$ cat src/rtl/layer1_window_gen.sv
// Streaming 3x3 window generator for the layer-1 convolution datapath.
// Pixels arrive in raster order; two line buffers hold the previous two rows
// and the 3x3 window registers double as the column shift register. A window
// is presented once all nine of its pixels are from the current frame
// (row >= 2, col >= 2). The output stage is a single-entry register with a
// valid/ready handshake, so backpressure simply stalls pixel acceptance.
module layer1_window_gen #(
    parameter int DATA_W = 16,
    parameter int IMG_W  = 28,
    parameter int IMG_H  = 28
) (
    input  logic              clk,
    input  logic              rst_n,
    input  logic [DATA_W-1:0] pix_in,
    input  logic              pix_valid,
    output logic              pix_ready,
    output logic [DATA_W-1:0] win1,
    output logic [DATA_W-1:0] win2,
    output logic [DATA_W-1:0] win3,
    output logic [DATA_W-1:0] win4,
    output logic [DATA_W-1:0] win5,
    output logic [DATA_W-1:0] win6,
    output logic [DATA_W-1:0] win7,
    output logic [DATA_W-1:0] win8,
    output logic [DATA_W-1:0] win9,
    output logic              win_valid,
    input  logic              win_ready,
    output logic              win_last
);

    localparam int COL_W = $clog2(IMG_W);
    localparam int ROW_W = $clog2(IMG_H);

    localparam logic [COL_W-1:0] COL_LAST = COL_W'(IMG_W - 1);
    localparam logic [ROW_W-1:0] ROW_LAST = ROW_W'(IMG_H - 1);
    localparam logic [COL_W-1:0] COL_MIN  = COL_W'(2);
    localparam logic [ROW_W-1:0] ROW_MIN  = ROW_W'(2);

    logic [COL_W-1:0]  col;
    logic [ROW_W-1:0]  row;

    // Two previous rows, indexed by column. No reset: the row/col gating
    // keeps any stale contents from ever reaching a valid window.
    logic [DATA_W-1:0] lb_top [IMG_W];
    logic [DATA_W-1:0] lb_mid [IMG_W];

    logic [DATA_W-1:0] top_rd;
    logic [DATA_W-1:0] mid_rd;
    logic              accept;
    logic              emit;
    logic              col_end;
    logic              row_end;

    // Handshake, position decode and line-buffer read of the current column.
    always_comb begin
        pix_ready = !win_valid || win_ready;
        accept    = pix_valid && pix_ready;
        col_end   = (col == COL_LAST);
        row_end   = (row == ROW_LAST);
        emit      = accept && (row >= ROW_MIN) && (col >= COL_MIN);
        top_rd    = lb_top[col];
        mid_rd    = lb_mid[col];
    end

    // Raster position counters; both wrap at the end of a frame so the next
    // pixel starts a new frame without an idle cycle.
    always_ff @(posedge clk or negedge rst_n) begin
        if (!rst_n) begin
            col <= '0;
            row <= '0;
        end else if (accept) begin
            if (col_end) begin
                col <= '0;
                row <= row_end ? '0 : row + 1'b1;
            end else begin
                col <= col + 1'b1;
            end
        end
    end

    // Line buffers: the middle row moves up, the new pixel becomes the middle row.
    always_ff @(posedge clk) begin
        if (accept) begin
            lb_top[col] <= mid_rd;
            lb_mid[col] <= pix_in;
        end
    end

    // Window shift register: shift left on every accept, new right column is
    // {top, mid, new pixel} taken from the pre-update line buffers. Accepts
    // only happen when the output slot is free or being drained, so shifting
    // never disturbs a window that is still waiting for win_ready.
    always_ff @(posedge clk or negedge rst_n) begin
        if (!rst_n) begin
            win1 <= '0;
            win2 <= '0;
            win3 <= '0;
            win4 <= '0;
            win5 <= '0;
            win6 <= '0;
            win7 <= '0;
            win8 <= '0;
            win9 <= '0;
        end else if (accept) begin
            win1 <= win2;
            win2 <= win3;
            win3 <= top_rd;
            win4 <= win5;
            win5 <= win6;
            win6 <= mid_rd;
            win7 <= win8;
            win8 <= win9;
            win9 <= pix_in;
        end
    end

    // Output valid/last: set by an emitting accept, cleared when drained.
    always_ff @(posedge clk or negedge rst_n) begin
        if (!rst_n) begin
            win_valid <= 1'b0;
            win_last  <= 1'b0;
        end else if (emit) begin
            win_valid <= 1'b1;
            win_last  <= row_end && col_end;
        end else if (win_ready) begin
            win_valid <= 1'b0;
            win_last  <= 1'b0;
        end
    end

endmodule

$ cat config.mk
export PLATFORM = sky130hd
export DESIGN_NAME = layer1_window_gen
export DESIGN_NICKNAME = d
export VERILOG_FILES = /design/src/rtl/layer1_window_gen.sv
export SDC_FILE = /design/constraint.sdc
export NUM_CORES = 1
export LEC_CHECK = 0
export CORE_MARGIN = 2
export CORE_UTILIZATION = 50
export CTS_CLUSTER_DIAMETER = 200
export DETAILED_ROUTE_END_ITERATION = 16
export PLACE_DENSITY = 0.8
export SYNTH_ARGS = -nofsm -noshare
export SYNTH_HDL_FRONTEND = slang
export SYNTH_SLANG_ARGS = --single-unit
$ cat constraint.sdc
create_clock -name clk -period 10.4 [get_ports clk]
set_input_delay 2.08 -clock clk [delete_from_list [all_inputs] [get_ports clk]]
set_output_delay 2.08 -clock clk [all_outputs]
set_load 0.01 [all_outputs]
* After elaboration in Yosys (flattened, before gate mapping) *
Memories as Yosys holds them, arrays and structs flattened. A register that Yosys moved wholly into a read port is not among the register bits.
Cells that the tools add are included.

operators by class
  $add $sub $neg = 2
  muxes and demuxes = 7
  eq/ne operators = 2
  reductions and logical operators = 9
  magnitude comparators = 2

operators with widths
  kind                 number
  $add 5x1->5 const B  2
  $eq 5x5->1 const B   2
  $ge 5x2->1 const B   2
  $mux 5               2
  $mux 1               5
  $logic_and 1x1->1    4
  $logic_not 1->1      2
  $reduce_and 2->1     1
  $reduce_bool 2->1    1
  $logic_or 1x1->1     1

word-level totals
  output and inout port bits = 147
  logic and storage cells = 36
  bits in writable memories = 896
  flip-flop bits (word level) = 140
  memories = 2

memories
  name    depth  width  read ports  clocked after Yosys merged registers in  wr ports  RTL line  RTL
  lb_mid  28     16     1           0                                        1         45        logic [DATA_W-1:0] lb_mid [IMG_W];
  lb_top  28     16     1           1                                        1         44        logic [DATA_W-1:0] lb_top [IMG_W];

* Logic depth before layout (Yosys ltp) *
Gate-level depths: netlist of the first run.

  depth in word-level cells = 6
  gate-level depth with buffers = 9
  gate-level depth less buffers = 6

* Least setup slack after synthesis of the first run *
No wires, ideal clock.

  path type = input to register
  from = in win_ready
  to = mem lb_mid[0][0], enable pin
  required time = 9.979 ns
  data arrival time = 4.158 ns
  slack = 5.820 ns
  stages = 5
  setup time = 0.421 ns
  cells stage by stage = nor2b_1 -> nor2_1 -> clkbuf_1 -> nand2_1 -> nor2_1

between the ends
  word-level cells in the longest chain between the ends = 4

RTL lines
  what                          RTL line  RTL
  start, declared               27        input logic win_ready,
  $logic_or 1x1->1              56        pix_ready = !win_valid || win_ready;
  $logic_and 1x1->1             57        accept = pix_valid && pix_ready;
  $mux 1                        83        if (accept) begin
  $mux 1 (not written as such)  85        lb_mid[col] <= pix_in;
  end, declared                 45

Every way passes these cells.

* Final worst setup path of the first run *
  from = in win_ready
  to = out pix_ready

between the ends
  word-level cells in the longest chain between the ends = 1

RTL lines
  what              RTL line  RTL
  $logic_or 1x1->1  56
  end, declared     16        output logic pix_ready,

Every way passes these cells.

==> results of run 1 <==
-- metrics by stage --
stage / cells / hold slack, ns / total power, W / util (%) / cell area, µm²
floorplan: 2212 / 0.5103 / 0.008378 / - / 40020
global placement: 3354 / 0.4557 / 0.01020 / 54.40 / 43040
detailed placement: 3354 / 0.4621 / 0.01039 / 54.40 / 43040
CTS: 3543 / 0.4767 / 0.01417 / 58.78 / 46510
global route: 3543 / 0.4957 / 0.01459 / 58.78 / 46510
finish: 3543 / 0.4758 / 0.01419 / 58.78 / 46510
-- per-layer routing --
layer  up-vias  GRT usage [%]  part of all wire (%)
met3       271          4.619                   9.9
met4         0          11.76                   5.3
li1       9044              -                     -
met1     11223          31.85                    36
met2      1536          39.81                    49
met5         -              0                     0
-- worst paths after layout --
kind / cells past startpoint / slack (ns) / from / endpoint
worst max-delay path: 4 / 4.62 / win_ready / pix_ready
worst min register to register: 2 / 0.48 / win4[12] / win4[12]
worst max register to register: 6 / 5.97 / col[1] / win6[15]
min in group asynchronous: 1 / 1.46 / rst_n / col[2]
worst min-delay path: 2 / 0.48 / win4[12] / win4[12]
max in group asynchronous: 2 / 7.43 / rst_n / col[0]
-- logic make-up after synthesis --
logic type | count (synthesis) | share of synthesized area [%]
AOI/OAI and AO/OA | 187 | 3.180
xor gates and xnor gates | 4 | 0.08753
adders and majority gates | 6 | 0.1876
buffers and inverters | 125 | 1.463
DFF | 1052 | 76.99
muxes | 321 | 12.71
and+or+nand+nor | 517 | 5.381
-- layout make-up --
class / count / area (µm²) / area share, %
multi-input cells: 1035 / 8861 / 19.05
repair buffers: 210 / 2026 / 4.355
clock buffers: 139 / 2834 / 6.093
flip-flops and latches: 1052 / 30820 / 66.25
clock inverters: 50 / 635.6 / 1.367
well taps: 1050 / 1314 / 2.824
inverters: 7 / 26.28 / 0.05649
-- worst max-delay path, stage by stage --
cell             delay, ns
clkdlybuf4s50_1       0.44
nor2b_1               0.46
inv_1                 0.20
clkdlybuf4s50_1       0.52
-- layout by cell type, fill, tap and decap left out, drive strengths merged, types with 3 or more instances in the layout --
master / instances
nor2: 64
nand3: 24
mux2i: 155
nand2b: 4
a21oi: 10
a31oi: 11
o22ai: 55
bufinv: 14
clkbuf: 139
clkinv: 30
edfxtp: 896
nor4: 9
o22a: 3
a22o: 6
ha: 6
inv: 9
a211oi: 22
xor2: 4
nor2b: 4
clkinvlp: 4
mux2: 18
a221oi: 3
nand2: 376
a22oi: 46
nand3b: 4
mux4: 148
nand4: 5
clkdlybuf4s50: 164
o21ai: 21
nor3: 10
dfrtp: 156
buf: 46
-- where the power goes --
part           switching, W  internal, W
sequential         0.000334      0.00573
combinational       0.00277      0.00156
clock               0.00154      0.00226
total               0.00464      0.00955
==> impl_metrics.csv, run 1 <==
group,metric,value,unit
worst_setup_path,cp-end-kind,"output port",
clock_tree,clk_path_buf_depth,3,
grt,grt_max_degree,140,
sta,rsz0062_at_grt,"false",
job,cap_viol_max_count,0,
sta,relSlewSlack,8.814,%
place,globalplace.congestion,0.8676,
worst_setup_path,critPathKind,"primary input to output port",
synthesis,synth_warnings,0,
die,rows,103,
worst_setup_path,worstPathArrival,3.70,ns
die,chipWidth,286.9,µm
place,dp_hpwl,58170,µm
sta,tns,0,ns
hold_path,worstHoldPathType,"register to register",
sta,layout_setup_ws,4.624,ns
grt,antenna_found_initial,2,
sta,drv_slew,0,
synthesis,syn_nets,2238,
synthesis,ys_seq_area_share,76.99,%
synthesis,synth.most_common_cell,"edfxtp_1",
clock_tree,cts_tree,"done",
synthesis,synth_common_cells,"896 x edfxtp_1, 376 x nand2_1, 156 x dfrtp_1, 155 x mux2i_1, 148 x mux4_2",
finish,num_antenna_cells,0,
grt,gr-usage-all-layers,24.40,%
sta,setup_viol,0,
grt,grt_pass1_wl,146800,µm
sta,fin_crit,5.776,ns
detailed_routing,wirelength,100400,µm
synthesis,synth_area_leaders,"edfxtp_1 67%, dfrtp_1 9.8%, mux4_2 8.3%",
synthesis,synth_ff_type,"edfxtp_1",
detailed_routing,ant_nets,0,
grt,overflow,0,
place,portBuffers,166,
power,p_per_area,305.1,nW/µm²
synthesis,yosysTopAreaCellShare,67.23,%
sta,fmax,173.1,MHz
synthesis,yosysUniqueCellTypes,53,
place,dpl_worst_slack,4.623,ns
clock_tree,cts_root_buf,"clkbuf_16",
clock_tree,clkTransAtPathRegs,0.06,ns
die,io_pins,167,
clock_tree,cts_setup_buffers,0,
die,die_h,286.9,µm
finish,syn2layout_area_growth,16.23,%
clock_tree,cts-htree-levels,3,
die,die-area,82310,µm²
clock_tree,holdBufCountCts,0,
outcome,status,"finished, final reports clean",
detailed_routing,vias,22074,
synthesis,ys_ff_latch,1052,
power,power_leakage,15.97,nW
finish,nFillCells,5440,
worst_setup_path,crit_required,8.32,ns
synthesis,synth_edf_count,896,
grt,grt_pass1_vias,22015,
die,initial_core_util,50.57,%
detailed_routing,routedWlPerCell,28.34,µm
die,core,79130,µm²
synthesis,yosysTopAreaCell,"edfxtp_1",
synthesis,async_reset_ff_share,14.83,%
detailed_routing,viasPerCell,6.230,
worst_setup_path,start_kind,"primary input",
detailed_routing,drt_iter0_markers,2730,
clock_tree,cts-resized-gates,0,
sta,finalHoldViolCount,0,
detailed_routing,drtPass1Iterations,6,
sta,tightest_slew,1.365,ns
clock_tree,numCtsBuffers,100,
synthesis,syn_inst,2212,
clock_tree,clock_sinks,1052,
synthesis,synth_area,40020,µm²
finish,reg_top3,"lb_mid x448, lb_top x448",
power,ir_drop,0.0002042,V
sta,fin_worst_skew,0.03045,ns
synthesis,synth_area_per_cell,18.09,µm²
sta,finalCritPeriodShare,55.54,%
detailed_routing,drc,0,
worst_setup_path,crit_fanout,4,
finish,layout-drive-gt1-share,16.45,%
finish,nNetsFinal,2432,
clock_tree,worstSkewPairLatency,0.67,ns
No activity file was read; power rests on OpenSTA's default activity.
==> run 2: changes to the inputs <==
==> constraint.sdc (replaced) <==
create_clock -name clk -period 5.5 [get_ports clk]
set_input_delay 1.1 -clock clk [delete_from_list [all_inputs] [get_ports clk]]
set_output_delay 1.1 -clock clk [all_outputs]
set_load 0.01 [all_outputs]
==> run 2 against run 1 <==
Compared with the run above: final cell count rose by 1.3%; first-iteration DRC count rose by 21%; total power rose by 87%; global-route usage rose by 0.85 points; final area rose by 0.52%; sequential share of layout area fell by 0.35 points; highest routed layer unchanged; utilization rose by 0.31 points.
==> impl_metrics.csv, run 2 (same netlist as run 1, synthesis figures left out) <==
group,metric,value,unit
outcome,status,"finished, final reports clean",
worst_setup_path,reg2reg_depth,4,
sta,rsz0062_at_grt,"false",
finish,reg_top3,"lb_mid x448, lb_top x448",
clock_tree,cts-htree-levels,3,
place,portBuffers,166,
finish,layout-drive-gt1-share,17.88,%
grt,gr-usage-all-layers,25.25,%
worst_setup_path,crit_path_end,"lb_top[23][2]",
die,chipWidth,286.9,µm
finish,nNetsFinal,2480,
grt,overflow,0,
grt,antenna_found_initial,0,
worst_setup_path,crit_required,5.77,ns
sta,finalCritPeriodShare,75.23,%
detailed_routing,drc,0,
die,core,79130,µm²
power,p_sw_share,32.94,%
clock_tree,clock_sinks,1052,
sta,fin_crit,4.137,ns
sta,drv_slew,0,
detailed_routing,routedWlPerCell,28.99,µm
detailed_routing,drtPass1Iterations,8,
sta,fmax,241.7,MHz
power,p_int,0.01784,W
grt,grt_pass1_vias,22396,
power,p_per_area,568.8,nW/µm²
power,p_switching,0.008759,W
worst_setup_path,start_kind,"register",
sta,relSlewSlack,5.964,%
clock_tree,cts_tree,"done",
detailed_routing,drt_iter0_markers,3294,
power,fin_total_pwr,0.02660,W
die,initial_core_util,50.57,%
worst_setup_path,timing.rr.end,"lb_top[23][2]",
hold_path,worstHoldPathType,"primary input to asynchronous set/reset pin",
worst_setup_path,reg2reg_setup_slack,1.36,ns
finish,syn2layout_area_growth,16.84,%
detailed_routing,viasPerCell,6.301,
sta,fin_worst_skew,0.04252,ns
worst_setup_path,cp-startpoint,"col[0]",
sta,setup_viol,0,
die,rows,103,
detailed_routing,wirelength,104100,µm
clock_tree,holdBufCountCts,0,
clock_tree,clkTransAtPathRegs,0.06,ns
clock_tree,cts_root_buf,"clkbuf_16",
finish,final_cell_mix,"896 x edfxtp_1, 375 x nand2_1, 165 x clkdlybuf4s50_1",
power,ir_drop,0.0003380,V
worst_setup_path,rr_startpoint,"col[0]",
clock_tree,cts_setup_buffers,0,
power,power_leakage,16.14,nW
worst_setup_path,critPathKind,"register to register",
clock_tree,worstSkewPairLatency,0.69,ns
worst_setup_path,crit_fanout,52,
grt,grt_max_degree,103,
detailed_routing,vias,22622,
clock_tree,clk_path_buf_depth,3,
place,dp_hpwl,63770,µm
worst_setup_path,cp-end-kind,"register",
sta,finalHoldViolCount,0,
place,globalplace.congestion,0.9077,
die,die_h,286.9,µm
sta,whs,0.4318,ns
die,io_pins,167,
finish,final_common_cell,"edfxtp_1",
sta,tns,0,ns
clock_tree,numCtsBuffers,100,
job,cap_viol_max_count,0,
clock_tree,cts-resized-gates,0,
grt,grt_pass1_wl,151200,µm
power,combinationalPowerShare,30.7,%
power,pwr-share-seq,43.6,%
die,die-area,82310,µm²
power,clkPwrFrac,25.7,%
worst_setup_path,worstPathArrival,4.41,ns
detailed_routing,ant_nets,0,
sta,tightest_slew,1.406,ns
run 2: power groups by stage:
stage | clock network [W] | registers (W) | logic, W
after floorplan | 0 | 0.0116 | 0.00425
after global placement | 0 | 0.0117 | 0.00772
after detailed placement | 0 | 0.0117 | 0.00795
after CTS | 0.00689 | 0.0116 | 0.00804
after global routing | 0.00716 | 0.0117 | 0.00853
final | 0.00685 | 0.0116 | 0.00816
run 2: worst min path at each step:
stage | to | slack (ns) | cells past startpoint
3_5_place_dp | win4[12] | 0.46 | 2
2_1_floorplan | row[4] | 0.51 | 2
6_report | win4[4] | 0.43 | 1
5_1_grt | win3[7] | 0.46 | 1
4_1_cts | win3[13] | 0.41 | 1
3_3_place_gp | win1[6] | 0.46 | 2
run 2: final cells by class:
type,count,area (µm²)
clock inverters,47,451.7
well taps,1050,1314
clock buffers,140,2826
flip-flops and latches,1052,30820
fillers,5373,32370
inverters,7,26.28
diodes,1,2.502
repair buffers,258,2454
multi-input cells,1035,8866
run 2: critical path, cell delays in order (launching register included):
cell and delay [ns]:
dfrtp_4 1.01, buf_4 0.75, ha_1 0.41, nand2_1 0.44, nor2_4 1.05
run 2: metrics by stage:
stage	cells	cell area, µm²	setup WS (ns)	util [%]
CTS	3589	46750	1.320	59.09
global route	3589	46750	1.123	59.09
detailed placement	3402	43480	1.357	54.94
finish	3590	46760	1.363	59.09
floorplan	2212	40020	1.900	-
global placement	3402	43480	1.414	54.94
run 2: metal layers:
layer | GRT usage, % | vias to the layer above | routed length (µm)
met3 | 6.175 | 273 | 13270
met2 | 39.77 | 1741 | 49210
li1 | - | 9129 | -
met1 | 33.87 | 11479 | 36840
met5 | 0 | - | 0
met4 | 10.79 | 0 | 4766
